==> src/rtl/verify_ctrl_pkg.sv <==
// Shared types and constants for the verify session controller.
package verify_ctrl_pkg;

    // Session sequencer states
    typedef enum logic [2:0] {
        IDLE,
        FEED,
        WAIT_VERDICT,
        SEND,
        TX_WAIT
    } state_e;

    // Encoding reported on last_verdict
    typedef enum logic [1:0] {
        VERDICT_NONE = 2'd0,
        VERDICT_OK   = 2'd1,
        VERDICT_ERR  = 2'd2,
        VERDICT_TMO  = 2'd3
    } verdict_e;

    // Session framing byte
    localparam logic [7:0] DELIM = 8'h00;

endpackage

==> src/rtl/byte_fifo.sv <==
// Synchronous byte FIFO with first-word fall-through read data.
// A push into a full FIFO is accepted when a pop frees a slot in the same cycle.
module byte_fifo #(
    parameter int DEPTH = 16
) (
    input  logic       clk,
    input  logic       rst,
    input  logic       push_i,
    input  logic [7:0] wdata_i,
    input  logic       pop_i,
    output logic [7:0] rdata_o,
    output logic       full_o,
    output logic       empty_o
);
    import verify_ctrl_pkg::*;

    localparam int AW = (DEPTH > 1) ? $clog2(DEPTH) : 1;

    logic [7:0]    mem_q [DEPTH];
    logic [AW-1:0] wr_ptr_q;
    logic [AW-1:0] rd_ptr_q;
    logic [AW:0]   count_q;
    logic          do_push;
    logic          do_pop;

    assign full_o  = (count_q == (AW+1)'(DEPTH));
    assign empty_o = (count_q == '0);
    assign rdata_o = mem_q[rd_ptr_q];

    assign do_pop  = pop_i && !empty_o;
    assign do_push = push_i && (!full_o || do_pop);

    // Storage array; contents need no reset, validity is tracked by count_q
    always_ff @(posedge clk) begin
        if (do_push) begin
            mem_q[wr_ptr_q] <= wdata_i;
        end
    end

    // Pointer and occupancy bookkeeping
    always_ff @(posedge clk or posedge rst) begin
        if (rst) begin
            wr_ptr_q <= '0;
            rd_ptr_q <= '0;
            count_q  <= '0;
        end else begin
            if (do_push) begin
                wr_ptr_q <= wr_ptr_q + 1'b1;
            end
            if (do_pop) begin
                rd_ptr_q <= rd_ptr_q + 1'b1;
            end
            case ({do_push, do_pop})
                2'b10:   count_q <= count_q + 1'b1;
                2'b01:   count_q <= count_q - 1'b1;
                default: count_q <= count_q;
            endcase
        end
    end

endmodule

==> src/rtl/verify_session_ctrl.sv <==
// Frames RX bytes into 0x00-delimited sessions, feeds them to the sequence
// checker, and reports each verdict as a single byte to the UART transmitter.
module verify_session_ctrl #(
    parameter int         FIFO_DEPTH  = 16,
    parameter int         TIMEOUT_CYC = 65535,
    parameter logic [7:0] OK_CHAR     = 8'h59,
    parameter logic [7:0] ERR_CHAR    = 8'h4E,
    parameter logic [7:0] TMO_CHAR    = 8'h54
) (
    input  logic        clk,
    input  logic        rst,
    input  logic [7:0]  rx_data,
    input  logic        rx_valid,
    output logic [7:0]  chk_char,
    output logic        chk_valid,
    output logic        chk_rst,
    input  logic        chk_seq_valid,
    input  logic        chk_strobe,
    output logic [7:0]  tx_data,
    output logic        tx_start,
    input  logic        tx_busy,
    output logic        busy,
    output logic        overflow,
    output logic [15:0] session_cnt,
    output logic [1:0]  last_verdict
);
    import verify_ctrl_pkg::*;

    localparam int               CNT_W    = (TIMEOUT_CYC > 1) ? $clog2(TIMEOUT_CYC) : 1;
    localparam logic [CNT_W-1:0] TMO_LAST = CNT_W'(TIMEOUT_CYC - 1);

    state_e           state_q;
    logic [7:0]       chk_char_q;
    logic             chk_valid_q;
    logic             chk_rst_q;
    logic [7:0]       tx_data_q;
    logic             tx_start_q;
    logic             overflow_q;
    logic [15:0]      session_cnt_q;
    verdict_e         last_verdict_q;
    logic [CNT_W-1:0] tmo_cnt_q;
    logic             skip_q;

    logic             fifo_pop;
    logic [7:0]       fifo_rdata;
    logic             fifo_full;
    logic             fifo_empty;

    // Bytes are only consumed while hunting for or streaming a session
    assign fifo_pop = ((state_q == IDLE) || (state_q == FEED)) && !fifo_empty;

    byte_fifo #(
        .DEPTH (FIFO_DEPTH)
    ) u_fifo (
        .clk     (clk),
        .rst     (rst),
        .push_i  (rx_valid),
        .wdata_i (rx_data),
        .pop_i   (fifo_pop),
        .rdata_o (fifo_rdata),
        .full_o  (fifo_full),
        .empty_o (fifo_empty)
    );

    assign chk_char     = chk_char_q;
    assign chk_valid    = chk_valid_q;
    assign chk_rst      = chk_rst_q;
    assign tx_data      = tx_data_q;
    assign tx_start     = tx_start_q;
    assign busy         = (state_q != IDLE);
    assign overflow     = overflow_q;
    assign session_cnt  = session_cnt_q;
    assign last_verdict = last_verdict_q;

    // Session sequencer with registered strobes and status
    always_ff @(posedge clk or posedge rst) begin
        if (rst) begin
            state_q        <= IDLE;
            chk_char_q     <= '0;
            chk_valid_q    <= 1'b0;
            chk_rst_q      <= 1'b0;
            tx_data_q      <= '0;
            tx_start_q     <= 1'b0;
            overflow_q     <= 1'b0;
            session_cnt_q  <= '0;
            last_verdict_q <= VERDICT_NONE;
            tmo_cnt_q      <= '0;
            skip_q         <= 1'b0;
        end else begin
            chk_valid_q <= 1'b0;
            chk_rst_q   <= 1'b0;
            tx_start_q  <= 1'b0;

            // A full FIFO still accepts a byte when a pop frees a slot this cycle
            if (rx_valid && fifo_full && !fifo_pop) begin
                overflow_q <= 1'b1;
            end

            case (state_q)
                IDLE: begin
                    if (fifo_pop && (fifo_rdata == DELIM)) begin
                        chk_char_q  <= fifo_rdata;
                        chk_valid_q <= 1'b1;
                        state_q     <= FEED;
                    end
                end
                FEED: begin
                    if (fifo_pop) begin
                        chk_char_q  <= fifo_rdata;
                        chk_valid_q <= 1'b1;
                        if (fifo_rdata == DELIM) begin
                            tmo_cnt_q <= '0;
                            state_q   <= WAIT_VERDICT;
                        end
                    end
                end
                WAIT_VERDICT: begin
                    // Strobe takes priority over a coincident timeout
                    if (chk_strobe) begin
                        tx_data_q      <= chk_seq_valid ? OK_CHAR : ERR_CHAR;
                        last_verdict_q <= chk_seq_valid ? VERDICT_OK : VERDICT_ERR;
                        state_q        <= SEND;
                    end else if (tmo_cnt_q == TMO_LAST) begin
                        tx_data_q      <= TMO_CHAR;
                        last_verdict_q <= VERDICT_TMO;
                        chk_rst_q      <= 1'b1;
                        state_q        <= SEND;
                    end else begin
                        tmo_cnt_q <= tmo_cnt_q + 1'b1;
                    end
                end
                SEND: begin
                    if (!tx_busy) begin
                        tx_start_q <= 1'b1;
                        skip_q     <= 1'b1;
                        state_q    <= TX_WAIT;
                    end
                end
                TX_WAIT: begin
                    // tx_busy only rises the cycle after tx_start, so ignore the first cycle
                    if (skip_q) begin
                        skip_q <= 1'b0;
                    end else if (!tx_busy) begin
                        session_cnt_q <= session_cnt_q + 1'b1;
                        state_q       <= IDLE;
                    end
                end
                default: state_q <= IDLE;
            endcase
        end
    end

endmodule

==> config.mk <==
export PLATFORM = sky130hd
export DESIGN_NAME = verify_session_ctrl
export DESIGN_NICKNAME = d
export VERILOG_FILES = /design/src/rtl/verify_ctrl_pkg.sv /design/src/rtl/byte_fifo.sv /design/src/rtl/verify_session_ctrl.sv
export SDC_FILE = /design/constraint.sdc
export NUM_CORES = 1
export LEC_CHECK = 0
export BUFFER_PORTS_ARGS = -buffer_cell sky130_fd_sc_hd__buf_2
export CAP_MARGIN = 30
export CORE_ASPECT_RATIO = 1.4
export CORE_MARGIN = 2
export CORE_UTILIZATION = 45
export CTS_CLUSTER_SIZE = 12
export DETAILED_ROUTE_END_ITERATION = 8
export GPL_ROUTABILITY_DRIVEN = 0
export PLACE_DENSITY = 0.69
export SLEW_MARGIN = 20
export SYNTH_ARGS = -nofsm -noshare
export SYNTH_HDL_FRONTEND = slang
export SYNTH_SLANG_ARGS = --single-unit
export TNS_END_PERCENT = 5
==> constraint.sdc <==
create_clock -name clk -period 3.95 [get_ports clk]
set_input_delay 1.185 -clock clk [delete_from_list [all_inputs] [get_ports clk]]
set_output_delay 1.185 -clock clk [all_outputs]
set_load 0.01 [all_outputs]
### After elaboration in Yosys (flattened, before gate mapping)

Memories as Yosys holds them, arrays and structs flattened.
Index checks and enable logic that the tools add are counted.

* $add $sub $neg: 6
* eq/ne operators: 17
* multiplexer cells: 36
* bitwise operators: 2
* reductions and logical operators: 26

Operators with widths (count)
* 2-to-1 mux 16 bit: 4
* adder 16 x 1 -> 16 bit, second input constant: 2
* 2-to-1 mux 8 bit: 4
* case mux 16 bit (2 select lines): 1
* 2-to-1 mux 3 bit: 8
* equality test 16 bit, second input constant: 1
* case mux 8 bit (2 select lines): 1
* case mux 3 bit (5 select lines): 1
* inequality test 2 bit, second input constant: 6
* 2-to-1 mux 1 bit: 10
* case mux 5 bit (2 select lines): 1
* nonzero test 2 bit: 5
* adder 4 x 1 -> 4 bit, second input constant: 2
* zero test 8 bit: 1
* AND reduction 7 bit: 1
* equality test 3 x 2 -> 1 bit, second input constant: 2
* logical AND 1 bit: 6
* 2-to-1 mux 2 bit: 3
* AND reduction 3 bit: 2
* adder 5 x 1 -> 5 bit, second input constant: 1
* equality test 5 bit, second input constant: 1
* zero test 5 bit: 1
* 2-to-1 mux 5 bit: 1
* AND reduction 5 bit: 1
* 14 further kinds: 21

* register bits after elaboration: 71
* RAM bits: 128
* bits of input ports: 14
* memories kept: 1

Memory list
* u_fifo.mem_q: words 16, width 8, read ports 1, clocked after memory_dff 0, wr ports 1, RTL line byte_fifo.sv:19 `logic [7:0] mem_q [DEPTH];`

### Depth between registers and ports, before layout

* depth after elaboration: 8
* gate-level depth with buffers: 12
* depth with buffers taken out: 12

### Hierarchy

A second synthesis with hierarchy kept.

* cell total of the unflattened synthesis: 558
* area total of the unflattened synthesis: 8396.8 um^2

By module, submodules not included
* byte_fifo: times used 1, cells each 298, area each 5754.3 um^2, seq. area each 4169.0 um^2
* verify_session_ctrl: times used 1, cells each 260, area each 2642.5 um^2, seq. area each 1351.3 um^2

### Least setup slack after synthesis

No wires, ideal clock.

* path type: reg2reg
* start: reg u_fifo.rd_ptr_q[0]
* end: reg tmo_cnt_q[1]
* setup time: 0.135 ns
* data arrival time: 2.810 ns
* required time: 3.815 ns
* path slack: 1.005 ns
* stages on the path, launching flop included: 9
* period minus slack after synthesis: 2.945 ns
* cell sequence: dfrtp_1 > buf_6 > buf_6 > mux4_1 > mux4_2 > or3_1 > or4_4 > a21oi_4 > o22ai_1

* longest elaborated chain between the ends: 4

RTL lines
* start: declaration: RTL line byte_fifo.sv:21 `logic [AW-1:0] rd_ptr_q;`
* start signal: assignment: RTL line byte_fifo.sv:51 `rd_ptr_q <= rd_ptr_q + 1'b1;`
* memory read (16 x 8 bit)
* zero test 8 bit: RTL line verify_session_ctrl.sv:111 `if (fifo_rdata == DELIM) begin`
* inequality test 2 x 1 -> 1 bit (no source line)
* AND reduction 5 bit (no source line)
* end signal: assignment: RTL line verify_session_ctrl.sv:129 `tmo_cnt_q <= tmo_cnt_q + 1'b1;`
* end: declaration: RTL line verify_session_ctrl.sv:41 `logic [CNT_W-1:0] tmo_cnt_q;`

No other way between the ends.
A chain may end at the register's enable or synchronous reset.

### Worst setup path in the final report

* start: reg u_fifo.rd_ptr_q[1]
* end: reg chk_char_q[6], in the netlist chk_char[6]

* longest elaborated chain between the ends: 5

RTL lines
* memory read (16 x 8 bit) (*)
* zero test 8 bit: RTL line verify_session_ctrl.sv:101 `if (fifo_pop && (fifo_rdata == DELIM)) begin`
* logical AND 1 bit: RTL line verify_session_ctrl.sv:101
* inequality test 2 x 1 -> 1 bit (no source line)
* AND reduction 3 bit (no source line)
* end signal: assignment: RTL line verify_session_ctrl.sv:102 `chk_char_q <= fifo_rdata;`
* end signal: assignment: RTL line verify_session_ctrl.sv:109 `chk_char_q <= fifo_rdata;`
* end: declaration: RTL line verify_session_ctrl.sv:33 `logic [7:0] chk_char_q;`

Every way passes the cells marked *; elsewhere a longest branch is shown, timed or not. The select of a mux whose other input is x is not followed.

==> flow_summary.toml <==
[placed_design]
dpl_worst_slack_ps = 604
dpl_cell_area_um2 = 8790
numPortBuffers = 50
place_hpwl_um = 11700

[synthesis]
synthTopCellsByCount = "edfxtp_1 (128), dfrtp_1 (67), nand2_1 (35)"
syn-instance-count = 556
synth_top_cell_by_area = "edfxtp_1"
synth_edf_count = 128
synthTopCellsByArea = "edfxtp_1 (46%), dfrtp_1 (20%), mux4_1 (3.8%)"
synth_ff_type = "edfxtp_1"
ys_ff_latch = 195
async_flop_share = 0.344
seq_area_frac_synth = 0.667
synth_most_common_cell = "edfxtp_1"
postSynthAreaPerCell_um2 = 14.9
ys_types = 53
syn_area_um2 = 8280
yosysTopAreaCellShare = 0.464
ys_warn_count = 0

[sta]
finalCritPeriodShare = 0.852
timing.slew.headroom = 0.371
rsz0062_at_grt = "no"
setup_viol = 0
slew_viol_final = 0
setup_slack_ps = 584
fin_skew_ps = 10.9
finalHoldViolCount = 0
clock.fmax_mhz = 297
min_period_ps = 3370
tns_ps = 0
worst_slew_pin_slew_ps = 940

[global_route]
grt_pass1_vias = 5078
grt_overflow = 0
grt_pass1_wl_um = 27000
antenna_found_initial = 0
grt_start_max_net_pins = 39
grt_usage = 0.182

[setup_path]
cp-end-kind = "register"
path_cells = "nor2b_1, a221oi_1, o21ai_0, nand4bb_1, nor4_4, o21ai_1, mux2_2"
critPathMaxFanout = 15
cp.arrival_ps = 3680
r2r_setup_slack_ps = 580
slowest_delay_ps = 650
required_ps = 4260
crit_path_start_kind = "register"
critPathKind = "register to register"
critPathSlowestCell = "dfrtp_1"

[floorplan]
rows = 58
io_pins = 53
die_y_um = 164
start_util = 0.460
coreArea_um2 = 18000
die_area_um2 = 19500
die_w_um = 119

[clock_tree]
numCtsBuffers = 17
cts_resized = 0
post-cts-setup-buffer-count = 0
cts_tree = "done"
cts_sinks = 195
cts_root_buffer = "clkbuf_16"
clkTransAtPathRegs_ps = 70
cts_buffer_depth = 2
holdBufCountCts = 0
htree_levels = 4
clkLatencyLatePin_ps = 430

[final_layout]
fin_area_um2 = 9380
syn_to_final_growth_pct = 13.3
drive_gt1_frac = 0.193
antenna_cells = 0
fin_nets = 639

[power_and_ir_drop]
p_per_area_nw_per_um2 = 688
p_total_uw = 6450
leakage_uw = 0.00361
vdd_ir_drop_max_mv = 0.319

[outcome]
outcome = "finished clean"

[route]
ant_nets = 0
avgViaCountPerCell = 5.61
drt_iter0_drc = 374
totalWireLength_um = 16700
route.detailed.drc = 0
wl_per_cell_um = 19.3
drtPass1Iterations = 5
vias = 4859

[run]
timing.max_cap.violations = 0

[hold_path]
hp-class = "register to register"
==> where the power goes <==
group	internal [uW]	switching, uW
clock network	945	757
logic	856	1010
registers	2530	344
==> kinds of logic (layout without fill, tap and decap cells) <==
| kind of cell | count (synthesis) | count (layout) | share of synthesized area |
|---|---|---|---|
| other cells | 1 | 2 | 0.000453 |
| xor+xnor | 29 | 29 | 0.0307 |
| mux | 48 | 48 | 0.102 |
| compound gates | 75 | 75 | 0.0649 |
| fa+ha+maj | 12 | 12 | 0.0191 |
| flops | 195 | 195 | 0.667 |
| buf+inv | 52 | 121 | 0.0283 |
| simple gates | 144 | 144 | 0.0872 |
==> cells in the final DEF (no fill, tap or decap), types with 10 or more instances in the layout <==
cell type | netlist | layout
edfxtp_1 | 128 | 128
dfrtp_1 | 67 | 66
buf_2 | 4 | 51
nand2_1 | 35 | 35
nor2_1 | 34 | 34
inv_1 | 27 | 26
xnor2_1 | 23 | 23
nand3_1 | 20 | 20
clkbuf_16 | 0 | 17
mux2i_1 | 16 | 16
mux4_2 | 13 | 13
nand4_1 | 12 | 12
o21ai_0 | 12 | 12
mux4_1 | 12 | 12
a21oi_1 | 11 | 11
ha_1 | 11 | 11
buf_4 | 5 | 10
==> cell type report <==
class | count | area [um^2]
tap | 240 | 300
fill | 1511 | 8620
multi-input combinational | 310 | 2520
inverter | 27 | 101
timing repair buffer | 62 | 350
sequential | 195 | 5520
clock inverter | 13 | 146
clock buffer | 19 | 433
==> worst max-delay path, delay by kind of cell (launching register included) <==
family / cells / cell delay [ps]
flops: 1 / 650
compound gates: 3 / 890
simple gates: 3 / 1320
mux: 1 / 380
==> flip-flops by register name (all words and copies together) (netlist names), 3 cells and up <==
| signal | count |
|---|---|
| u_fifo.wr_ptr_q | 4 |
| chk_char | 8 |
| tmo_cnt_q | 16 |
| u_fifo.mem_q | 128 |
| session_cnt | 16 |
| state_q | 3 |
| u_fifo.rd_ptr_q | 4 |
| u_fifo.count_q | 5 |
| tx_data | 5 |
==> worst paths after layout <==
check                                               start                        endpoint  cells after the start
setup / recovery           u_fifo.rd_ptr_q[1]$_DFFE_PP0N_         chk_char[6]$_DFFE_PP0P_                      7
hold / removal                       overflow$_DFFE_PP0P_            overflow$_DFFE_PP0P_                      1
setup reg to reg           u_fifo.rd_ptr_q[1]$_DFFE_PP0N_         chk_char[6]$_DFFE_PP0P_                      7
hold reg to reg                      overflow$_DFFE_PP0P_            overflow$_DFFE_PP0P_                      1
max in group asynchronous                             rst  u_fifo.rd_ptr_q[0]$_DFFE_PP0N_                      3
min in group asynchronous                             rst      session_cnt[6]$_DFFE_PP0P_                      2
==> metrics by stage <==
step                      hold slack [ps]   util  cells
after CTS                             466  0.521    865
after global routing                  475  0.521    866
after floorplan                       450      -    557
after detailed placement              448  0.489    833
final                                 466  0.521    866
after global placement                438  0.489    833
==> metal layers <==
| metal | routed length (um) | global-route usage | up-vias |
|---|---|---|---|
| li1 | - | - | 2220 |
| met4 | 408 | 0.0720 | 0 |
| met5 | 0 | 0 | - |
| met2 | 9240 | 0.338 | 130 |
| met3 | 670 | 0.0390 | 24 |
| met1 | 6430 | 0.203 | 2485 |
Power figures use the tool's default switching activity.
